## src/rtl/div_pkg.sv

```systemverilog
// Shared definitions for the iterative integer divider: op codes, FSM states
// and the all-ones constant used for divide-by-zero quotients.
package div_pkg;

   localparam logic [2:0] DIV_OP_DIV  = 3'b100;
   localparam logic [2:0] DIV_OP_DIVU = 3'b101;
   localparam logic [2:0] DIV_OP_REM  = 3'b110;
   localparam logic [2:0] DIV_OP_REMU = 3'b111;

   // Held wider than the default operand width so any WIDTH up to 64 can truncate it.
   localparam logic [63:0] DIV_ALL_ONES = '1;

   typedef enum logic [1:0] {
      DIV_IDLE = 2'd0,
      DIV_CALC = 2'd1,
      DIV_DONE = 2'd2
   } div_state_e;

endpackage

```

## src/rtl/div_step.sv

```systemverilog
// One combinational restoring shift-subtract iteration on unsigned magnitudes.
module div_step #(
   parameter int WIDTH = 32
) (
   input  logic [WIDTH-1:0] i_rem,
   input  logic [WIDTH-1:0] i_quo,
   input  logic [WIDTH-1:0] i_dvsr,
   output logic [WIDTH-1:0] o_rem,
   output logic [WIDTH-1:0] o_quo
);

   logic [WIDTH:0] w_shift;
   logic [WIDTH:0] w_diff;

   // The quotient register doubles as the dividend shifter; its MSB feeds the remainder.
   assign w_shift = {i_rem, i_quo[WIDTH-1]};
   assign w_diff  = w_shift - {1'b0, i_dvsr};

   always_comb begin
      o_rem = w_shift[WIDTH-1:0];
      o_quo = {i_quo[WIDTH-2:0], 1'b0};
      if (!w_diff[WIDTH]) begin
         o_rem = w_diff[WIDTH-1:0];
         o_quo = {i_quo[WIDTH-2:0], 1'b1};
      end
   end

endmodule

```

## src/rtl/div_sequencer.sv

```systemverilog
// Multi-cycle DIV/DIVU/REM/REMU controller with pipeline stall and flush.
// Define DIV_FAST_SPECIAL_EN to skip CALC for zero-divisor and signed-overflow cases.
module div_sequencer
   import div_pkg::*;
#(
   parameter int WIDTH = 32
) (
   input  logic             clk,
   input  logic             rst,
   input  logic             start,
   input  logic [2:0]       div_op,
   input  logic [WIDTH-1:0] dividend,
   input  logic [WIDTH-1:0] divisor,
   input  logic [4:0]       rd_in,
   input  logic             flush,
   output logic             busy,
   output logic             stall,
   output logic             done,
   output logic [WIDTH-1:0] result,
   output logic [4:0]       rd_out
);

   localparam int               CW   = $clog2(WIDTH);
   localparam logic [CW-1:0]    LAST = CW'(WIDTH - 1);
   localparam logic [WIDTH-1:0] ONES = WIDTH'(DIV_ALL_ONES);
   localparam logic [WIDTH-1:0] MIN  = {1'b1, {(WIDTH-1){1'b0}}};

   div_state_e       r_state, w_state_next;
   logic [CW-1:0]    r_cnt;
   logic [WIDTH-1:0] r_rem, r_quo, r_dvsr, r_dvnd, r_result;
   logic             r_is_rem, r_neg_q, r_neg_r, r_div0, r_ovf;
   logic [4:0]       r_rd, r_rd_out;

   logic             w_load, w_finish, w_from_idle;
   logic             w_in_signed, w_in_is_rem, w_in_neg_a, w_in_neg_b, w_in_div0, w_in_ovf;
   logic [WIDTH-1:0] w_in_a_mag, w_in_b_mag, w_rem_next, w_quo_next, w_fix_result;

   assign w_in_signed = (div_op == DIV_OP_DIV) || (div_op == DIV_OP_REM);
   assign w_in_is_rem = (div_op == DIV_OP_REM) || (div_op == DIV_OP_REMU);
   assign w_in_neg_a  = w_in_signed & dividend[WIDTH-1];
   assign w_in_neg_b  = w_in_signed & divisor[WIDTH-1];
   assign w_in_a_mag  = w_in_neg_a ? -dividend : dividend;
   assign w_in_b_mag  = w_in_neg_b ? -divisor : divisor;
   assign w_in_div0   = (divisor == '0);
   assign w_in_ovf    = w_in_signed && (dividend == MIN) && (divisor == ONES);

   div_step #(.WIDTH(WIDTH)) u_step (
      .i_rem  (r_rem),
      .i_quo  (r_quo),
      .i_dvsr (r_dvsr),
      .o_rem  (w_rem_next),
      .o_quo  (w_quo_next)
   );

   function automatic logic [WIDTH-1:0] fix_result(
      input logic [WIDTH-1:0] q, input logic [WIDTH-1:0] r, input logic [WIDTH-1:0] dvnd,
      input logic is_rem, input logic neg_q, input logic neg_r, input logic div0, input logic ovf);
      if (div0)        return is_rem ? dvnd : ONES;
      else if (ovf)    return is_rem ? '0 : MIN;
      else if (is_rem) return neg_r ? -r : r;
      else             return neg_q ? -q : q;
   endfunction

   // Finishing straight from IDLE (fast special path) takes flags from the live inputs.
   assign w_from_idle  = (r_state == DIV_IDLE);
   assign w_fix_result = w_from_idle
      ? fix_result('0, '0, dividend, w_in_is_rem, w_in_neg_a ^ w_in_neg_b, w_in_neg_a,
                   w_in_div0, w_in_ovf)
      : fix_result(w_quo_next, w_rem_next, r_dvnd, r_is_rem, r_neg_q, r_neg_r, r_div0, r_ovf);

   always_comb begin
      w_state_next = r_state;
      w_load       = 1'b0;
      w_finish     = 1'b0;
      case (r_state)
         DIV_IDLE: begin
            if (start && !flush) begin
               w_load = 1'b1;
`ifdef DIV_FAST_SPECIAL_EN
               if (w_in_div0 || w_in_ovf) begin
                  w_state_next = DIV_DONE;
                  w_finish     = 1'b1;
               end else begin
                  w_state_next = DIV_CALC;
               end
`else
               w_state_next = DIV_CALC;
`endif
            end
         end
         DIV_CALC: begin
            if (flush) begin
               w_state_next = DIV_IDLE;
            end else if (r_cnt == LAST) begin
               w_state_next = DIV_DONE;
               w_finish     = 1'b1;
            end
         end
         DIV_DONE: w_state_next = DIV_IDLE;
         default:  w_state_next = DIV_IDLE;
      endcase
   end

   always_ff @(posedge clk) begin
      if (rst) begin
         r_state  <= DIV_IDLE;
         r_cnt    <= '0;
         r_rem    <= '0;
         r_quo    <= '0;
         r_dvsr   <= '0;
         r_dvnd   <= '0;
         r_is_rem <= 1'b0;
         r_neg_q  <= 1'b0;
         r_neg_r  <= 1'b0;
         r_div0   <= 1'b0;
         r_ovf    <= 1'b0;
         r_rd     <= '0;
         r_result <= '0;
         r_rd_out <= '0;
      end else begin
         r_state <= w_state_next;
         if (w_load) begin
            r_cnt    <= '0;
            r_rem    <= '0;
            r_quo    <= w_in_a_mag;
            r_dvsr   <= w_in_b_mag;
            r_dvnd   <= dividend;
            r_is_rem <= w_in_is_rem;
            r_neg_q  <= w_in_neg_a ^ w_in_neg_b;
            r_neg_r  <= w_in_neg_a;
            r_div0   <= w_in_div0;
            r_ovf    <= w_in_ovf;
            r_rd     <= rd_in;
         end else if (r_state == DIV_CALC) begin
            r_rem <= w_rem_next;
            r_quo <= w_quo_next;
            r_cnt <= r_cnt + 1'b1;
         end
         // Result is registered on entry to DONE so it is stable for the whole done cycle.
         if (w_finish) begin
            r_result <= w_fix_result;
            r_rd_out <= w_from_idle ? rd_in : r_rd;
         end
      end
   end

   assign busy   = (r_state == DIV_CALC) || (r_state == DIV_DONE);
   assign stall  = ((r_state == DIV_IDLE) && start && !flush) || (r_state == DIV_CALC);
   assign done   = (r_state == DIV_DONE) && !flush && !rst;
   assign result = r_result;
   assign rd_out = r_rd_out;

endmodule

```

## config.mk

```make
export PLATFORM = sky130hd
export DESIGN_NAME = div_sequencer
export DESIGN_NICKNAME = d
export VERILOG_FILES = /design/src/rtl/div_pkg.sv /design/src/rtl/div_step.sv /design/src/rtl/div_sequencer.sv
export SDC_FILE = /design/constraint.sdc
export NUM_CORES = 1
export LEC_CHECK = 0
export CAP_MARGIN = 20
export CELL_PAD_IN_SITES_DETAIL_PLACEMENT = 1
export CELL_PAD_IN_SITES_GLOBAL_PLACEMENT = 2
export CORE_AREA = 2 2 197 237
export CTS_BUF_LIST = sky130_fd_sc_hd__clkbuf_4 sky130_fd_sc_hd__clkbuf_8
export CTS_CLUSTER_DIAMETER = 120
export CTS_CLUSTER_SIZE = 10
export DETAILED_ROUTE_END_ITERATION = 10
export DIE_AREA = 0 0 199 239
export PLACE_DENSITY_LB_ADDON = 0.12
export SLEW_MARGIN = 5
export SYNTH_ARGS = -nofsm -noshare
export SYNTH_HDL_FRONTEND = slang
export SYNTH_SLANG_ARGS = --single-unit
```

## constraint.sdc

```tcl
create_clock -name clk -period 4.2 [get_ports clk]
set_clock_uncertainty 0.15 [all_clocks]
set_input_delay 0.84 -clock clk [delete_from_list [all_inputs] [get_ports clk]]
set_output_delay 0.84 -clock clk [all_outputs]
set_load 0.02 [all_outputs]
```

==> results.json, run 1 <==
{
  "cts_max_path_buffers": 2,
  "synthFlopType": "dfxtp_1",
  "cts_hold_repair.buffers": 0,
  "async_flop_share_pct": 0,
  "path_max_fanout": 5,
  "dr.pass1.iters": 5,
  "fmax_ghz": 0.235,
  "critPathMaxStageDelay_ns": 0.36,
  "reg2reg_to": "result[10]",
  "path_cells": "inv_1, ha_1, o211ai_1, o211a_1, or2_4, o221ai_4, a31oi_4, xnor2_4, mux2i_2, ha_2, nand4b_1, mux2i_4, buf_6, a21oi_2, xnor2_2, a211oi_2, nor3b_2, nor3_1",
  "ant_nets": 0,
  "htree_levels": 4,
  "ys_types": 84,
  "area_growth_pct": 30.3,
  "synth_top_area_cell": "dfxtp_1",
  "dieArea_um2": 47600,
  "slew_viol_final": 0,
  "routed-via-count": 14400,
  "place_ws_ns": -0.191,
  "synth_cells": 1807,
  "die_h_um": 239,
  "antenna_found_initial": 0,
  "grt-ovfl-total": 0,
  "drive_above_1_share_pct": 18.0,
  "p_leak_nw": 6.43,
  "grt_pass1_wl_mm": 91.6,
  "startpoint_type": "flop",
  "numCtsBuffers": 17,
  "path_class": "flop to flop",
  "insertion_delay_ns": 0.54,
  "hp-class": "flop to flop",
  "port_buffers": 115,
  "vias_per_cell": 5.35,
  "core_area_um2": 45500,
  "whs_path_depth": 2,
  "yosysWarnings": 0,
  "powerDensity_nw_per_um2": 371,
  "place_area_um2": 16700,
  "grtUsageTotal_pct": 25.7,
  "rsz0062_at_grt": "yes",
  "cpMaxStageDelayCell": "dfxtp_1",
  "setup_viol": 5,
  "start_util_pct": 29.5,
  "status": "finished with violations",
  "violations": "negative setup slack",
  "place_hpwl_mm": 46.3,
  "synth_edf_count": 0,
  "netlist_area_um2": 13400,
  "finalNetCount": 2174,
  "io_pins": 116,
  "setup_ws_ns": -0.0470,
  "wl_per_cell_um": 22.3,
  "netlist_top_cells_count": "nor2_1 (207), nand2_1 (205), dfxtp_1 (182)",
  "remaining_drc_errors": 0,
  "timing.rr.start": "r_dvsr[4]",
  "cts.sinks": 182,
  "cts_tree": "yes",
  "gp_congestion": 0.863,
  "cp-end-kind": "flop",
  "whs_ns": 0.307,
  "grt_pass1_vias": 14900,
  "required_ns": 4.50,
  "final_design_area_no_fill_um2": 17500,
  "path_clk_slew_ns": 0.10,
  "synthesis.nets": 1926,
  "syn_area_per_cell_um2": 7.44,
  "synth_top_area_share_pct": 27.1,
  "arrival_ns": 4.55,
  "slew_headroom_pct": 38.7,
  "maxCapViolations": 0,
  "vdd_drop_max_mv": 0.237,
  "crit_buf_inv": 2,
  "synth.most_common_cell": "nor2_1",
  "routed_wirelength_mm": 59.9,
  "rows": 86,
  "period_share_pct": 101,
  "cts_root_buf": "clkbuf_8",
  "grt_max_degree": 63,
  "synthTopCellsByArea": "dfxtp_1 (27%), a21oi_1 (5.9%), nor2_1 (5.8%), nand2_1 (5.7%), a211oi_1 (5.5%)",
  "antenna_cells": 0,
  "utilization_pct": 38.5,
  "power_w": 0.00649,
  "die_w_um": 199,
  "ff2ff_setup_slack_ns": -0.05,
  "tightest_slew_ns": 0.920,
  "min_to": "r_dvnd[24]",
  "drt_iter0_markers": 749,
  "reg2reg_depth": 18,
  "yosysSeqAreaShare_pct": 27.1,
  "final_hold_viol_count": 0,
  "min_period_ns": 4.25,
  "ys_ff_latch": 182,
  "hp-start": "r_dvnd[24]",
  "cpLargestDelayFamily": "compound AO/OA/AOI/OAI gates"
}
how the worst max path moves through the flow:
| stage | from | to | slack, ns | cells past startpoint |
|---|---|---|---|---|
| after floorplan | r_quo[31] | result[8] | -0.06 | 21 |
| after global placement | divisor[0] | r_dvsr[21] | -0.17 | 13 |
| after detailed placement | divisor[0] | r_dvsr[21] | -0.19 | 13 |
| after CTS | r_quo[31] | result[22] | -0.03 | 19 |
| after global routing | r_quo[31] | result[18] | -0.28 | 19 |
| final | r_dvsr[4] | result[10] | -0.05 | 18 |
cell usage in the layout, fill, tap and decap left out, types with 9 or more instances in the layout:
| cell | instances |
|---|---|
| o21a_1 | 19 |
| mux2i_1 | 55 |
| nor2b_1 | 13 |
| nand3_1 | 27 |
| xor2_1 | 53 |
| a31oi_1 | 11 |
| o21ai_1 | 12 |
| nor3_1 | 44 |
| buf_4 | 223 |
| or3_1 | 20 |
| or2_2 | 11 |
| xnor2_1 | 63 |
| nor2_1 | 204 |
| a211oi_1 | 92 |
| nand2b_1 | 13 |
| o31ai_1 | 16 |
| clkdlybuf4s50_1 | 114 |
| dfxtp_1 | 180 |
| and3_1 | 13 |
| nand4_1 | 20 |
| a21oi_1 | 155 |
| o211ai_1 | 25 |
| o21ai_0 | 100 |
| mux2_2 | 11 |
| clkbuf_8 | 19 |
| inv_1 | 57 |
| nor4_1 | 11 |
| o22ai_1 | 15 |
| or4_1 | 9 |
| a311oi_1 | 12 |
| ha_1 | 38 |
| nand2_1 | 204 |
| a21o_1 | 10 |
| and2_1 | 16 |
through the flow:
step,setup TNS [ns],cells
6_report,-0.135,2684
5_1_grt,-4.87,2684
4_1_cts,-0.0341,2679
3_5_place_dp,-1.31,2639
3_3_place_gp,-0.278,2638
2_1_floorplan,-0.0556,1807
flip-flops by register name (all words and copies together) (netlist names), 2 cells and up:
register / flops
r_quo: 32
result: 32
rd_out: 5
r_rd: 5
r_rem: 32
r_dvsr: 32
r_state: 2
r_dvnd: 32
r_cnt: 5
per-layer routing:
| layer | vias to the layer above | wire length (µm) | track usage [%] |
|---|---|---|---|
| met4 | 0 | 1830 | 9.25 |
| met2 | 268 | 29700 | 44.7 |
| met1 | 7037 | 26600 | 32.3 |
| met5 | - | 0 | 0 |
| li1 | 6997 | - | - |
| met3 | 68 | 1870 | 3.17 |
report_power, final:
group | internal, W | total, W | switching [W]
Sequential | 0.00181 | 0.00191 | 0.0000946
Combinational | 0.00146 | 0.00334 | 0.00188
Clock | 0.000514 | 0.00124 | 0.000721
Total | 0.00379 | 0.00649 | 0.00270
cell families after synthesis:
group / count (synthesis) / synth area share (%)
adders and majority gates: 43 / 4.06
DFF: 182 / 27.1
muxes: 75 / 5.92
AOI/OAI and AO/OA: 557 / 27.0
buffers and inverters: 180 / 5.35
and+or+nand+nor: 644 / 22.2
xor gates and xnor gates: 126 / 8.35
tightest hold or removal path: cells and delay by family (launching register included):
kind            cells  cell delay (ns)
flops               1             0.32
simple gates        1             0.05
compound gates      1             0.05
timing repair:
item	in CTS	in global routing
endpoints found under the setup margin	21	29
pin swaps	15	24
hold endpoints to repair	0	0
resized for setup	19	47
setup buffers	8	5
layout make-up:
cell class | instances | area, µm²
fillers | 5545 | 28000
multi-input cells | 1445 | 9470
clock inverters | 11 | 100
well taps | 616 | 771
clock buffers | 21 | 277
repair buffers | 347 | 3010
inverters | 62 | 235
flip-flops and latches | 182 | 3650
Note: power is estimated with default switching activity, not from simulation.
==> run 2: changes to the inputs <==
--- a/config.mk
+++ b/config.mk
@@ -14,6 +14,7 @@
 export CTS_CLUSTER_SIZE = 10
 export DETAILED_ROUTE_END_ITERATION = 10
 export DIE_AREA = 0 0 199 239
+export GPL_TIMING_DRIVEN = 0
 export PLACE_DENSITY_LB_ADDON = 0.12
 export SLEW_MARGIN = 5
 export SYNTH_ARGS = -nofsm -noshare
==> run 2 against run 1 <==
Largest power group unchanged. Routed wire length grew 14%. Largest cell class unchanged. Register-to-register slack got worse by 0.38 ns. Fmax decreased by 8.3%. Via count up 1.9%. Hold slack gained 0.0031 ns. Cell count is 1.9% lower. Sequential power about the same. Critical path depth increased by 3. Combinational power is 21% higher. Highest routed layer unchanged. Global-route usage increased by 3.2 points. Utilization grew 0.59 points. The flow still finishes with violations (negative setup slack). Sequential cell count did not move.
==> results.json, run 2 (synthesis results as in run 1) <==
{
  "status": "finished with violations",
  "violations": "negative setup slack",
  "hp-class": "flop to flop",
  "cts_max_path_buffers": 2,
  "path_class": "flop to flop",
  "port_buffers": 112,
  "routed-via-count": 14600,
  "whs_path_depth": 2,
  "grt-ovfl-total": 0,
  "maxCapViolations": 0,
  "cpMaxStageDelayCell": "dfxtp_4",
  "tightest_slew_ns": 1.01,
  "core_area_um2": 45500,
  "min_to": "r_dvnd[23]",
  "grt_max_degree": 21,
  "path_clk_slew_ns": 0.11,
  "crit_buf_inv": 4,
  "vias_per_cell": 5.56,
  "io_pins": 116,
  "hp-start": "r_dvnd[23]",
  "fmax_ghz": 0.216,
  "cp-end-kind": "flop",
  "dr.pass1.iters": 5,
  "power_w": 0.00728,
  "cts_tree": "yes",
  "place_ws_ns": -1.25,
  "path_cells": "inv_4, ha_4, inv_2, fa_2, a211oi_2, o211a_1, or2_4, o221ai_4, a31oi_4, xnor2_4, buf_8, buf_12, mux2i_4, ha_4, nand4b_1, mux2i_4, o2111ai_4, o21ai_2, xnor2_2, o21ai_2, o2bb2ai_1",
  "ant_nets": 0,
  "drive_above_1_share_pct": 16.1,
  "setup_ws_ns": -0.431,
  "startpoint_type": "flop",
  "slew_headroom_pct": 32.1,
  "cpLargestDelayFamily": "compound AO/OA/AOI/OAI gates",
  "setup_viol": 22,
  "path_max_fanout": 4,
  "grt_pass1_vias": 15100,
  "reg2reg_to": "result[20]",
  "layout_common_cells": "nor2_1 (202), nand2_1 (197), dfxtp_1 (177), a21oi_1 (139), clkdlybuf4s50_1 (112)",
  "cts_hold_repair.buffers": 0,
  "finalNetCount": 2123,
  "arrival_ns": 4.88,
  "remaining_drc_errors": 0,
  "antenna_found_initial": 2,
  "slew_viol_final": 0,
  "place_hpwl_mm": 52.8,
  "ff2ff_setup_slack_ns": -0.43,
  "die_h_um": 239,
  "final_hold_viol_count": 0,
  "utilization_pct": 39.0,
  "dp_cells": 2538,
  "p_leak_nw": 6.12,
  "required_ns": 4.45,
  "dieArea_um2": 47600,
  "min_period_ns": 4.63,
  "period_share_pct": 110,
  "routed_wirelength_mm": 68.3,
  "insertion_delay_ns": 0.55,
  "final_cells": 2634,
  "rsz0062_at_grt": "yes",
  "grt_pass1_wl_mm": 100,
  "n_fill_cell": 5496,
  "vdd_drop_max_mv": 0.261,
  "numCtsBuffers": 17,
  "drt_iter0_markers": 807,
  "htree_levels": 4,
  "die_w_um": 199,
  "powerDensity_nw_per_um2": 410,
  "reg2reg_depth": 21,
  "gp_congestion": 0.889,
  "wl_per_cell_um": 25.9,
  "grtUsageTotal_pct": 28.8,
  "cts_root_buf": "clkbuf_8",
  "start_util_pct": 29.5,
  "cts.sinks": 182,
  "timing.rr.start": "r_quo[31]",
  "critPathMaxStageDelay_ns": 0.38,
  "area_growth_pct": 32.3,
  "rows": 86,
  "layout_commonest_cell": "nor2_1"
}
==> run 2: changes by cell type in the layout (fill, tap and decap cells not counted), moves of 9 or more <==
cell / before / now
clkbuf_1: 0 / 84
xnor2_1: 63 / 54
o21ai_0: 100 / 86
buf_1: 0 / 11
a21oi_2: 4 / 16
buf_6: 2 / 17
mux2i_4: 3 / 12
buf_4: 223 / 51
a21oi_1: 155 / 139
==> run 2: layout make-up <==
type                            instances  area, µm²  area share (%)
Multi-Input combinational cell       1445      10300            58.1
Sequential cell                       182       3650            20.6
Timing Repair Buffer                  188       1840            10.3
Tap cell                              616        771            4.34
Buffer                                108        532            2.99
Clock buffer                           22        297            1.67
Inverter                               62        238            1.34
Clock inverter                         10        120           0.676
Antenna cell                            1       2.50          0.0141
==> run 2: worst max-delay path by stage <==
stage	startpoint	to	slack, ns	cells past startpoint
floorplan	r_quo[31]	result[8]	-0.06	21
global placement	divisor[0]	result[28]	-1.86	14
detailed placement	r_dvsr[11]	result[20]	-1.25	20
CTS	r_quo[31]	result[20]	-0.38	21
global route	r_quo[31]	result[18]	-0.59	22
finish	r_quo[31]	result[20]	-0.43	21
==> run 2: routing by layer <==
metal / vias up / global-route usage [%] / routed length (µm)
met5: - / 0 / 0
met4: 0 / 14.7 / 3470
met3: 121 / 3.54 / 2190
met2: 327 / 50.4 / 34100
met1: 7303 / 34.5 / 28600
li1: 6893 / - / -
==> run 2: worst min-delay path: stages, from the launching register on <==
cell and delay, ns:
dfxtp_1 0.32, nand2_1 0.05, a21oi_1 0.05
==> run 2: stage by stage <==
| stage | instance area, µm² | hold WS, ns | TNS [ns] |
|---|---|---|---|
| finish | 17800 | 0.310 | -5.19 |
| global route | 17800 | 0.332 | -9.53 |
| CTS | 17000 | 0.315 | -4.45 |
| detailed placement | 15400 | 0.301 | -32.53 |
| global placement | 15400 | 0.288 | -52.76 |
| floorplan | 13500 | 0.281 | -0.0556 |
==> run 2: repair_timing <==
item | CTS | global route
endpoints found under the setup margin | 34 | 33
pin swaps | 51 | 68
gates cloned | 1 | 0
gates resized for setup | 166 | 109
endpoints found under the hold margin | 0 | 0
buffers inserted | 44 | 28
==> run 2: power by group <==
group,internal (W),switching [W]
Clock,0.000601,0.000734
Combinational,0.00169,0.00234
Sequential,0.00181,0.000101
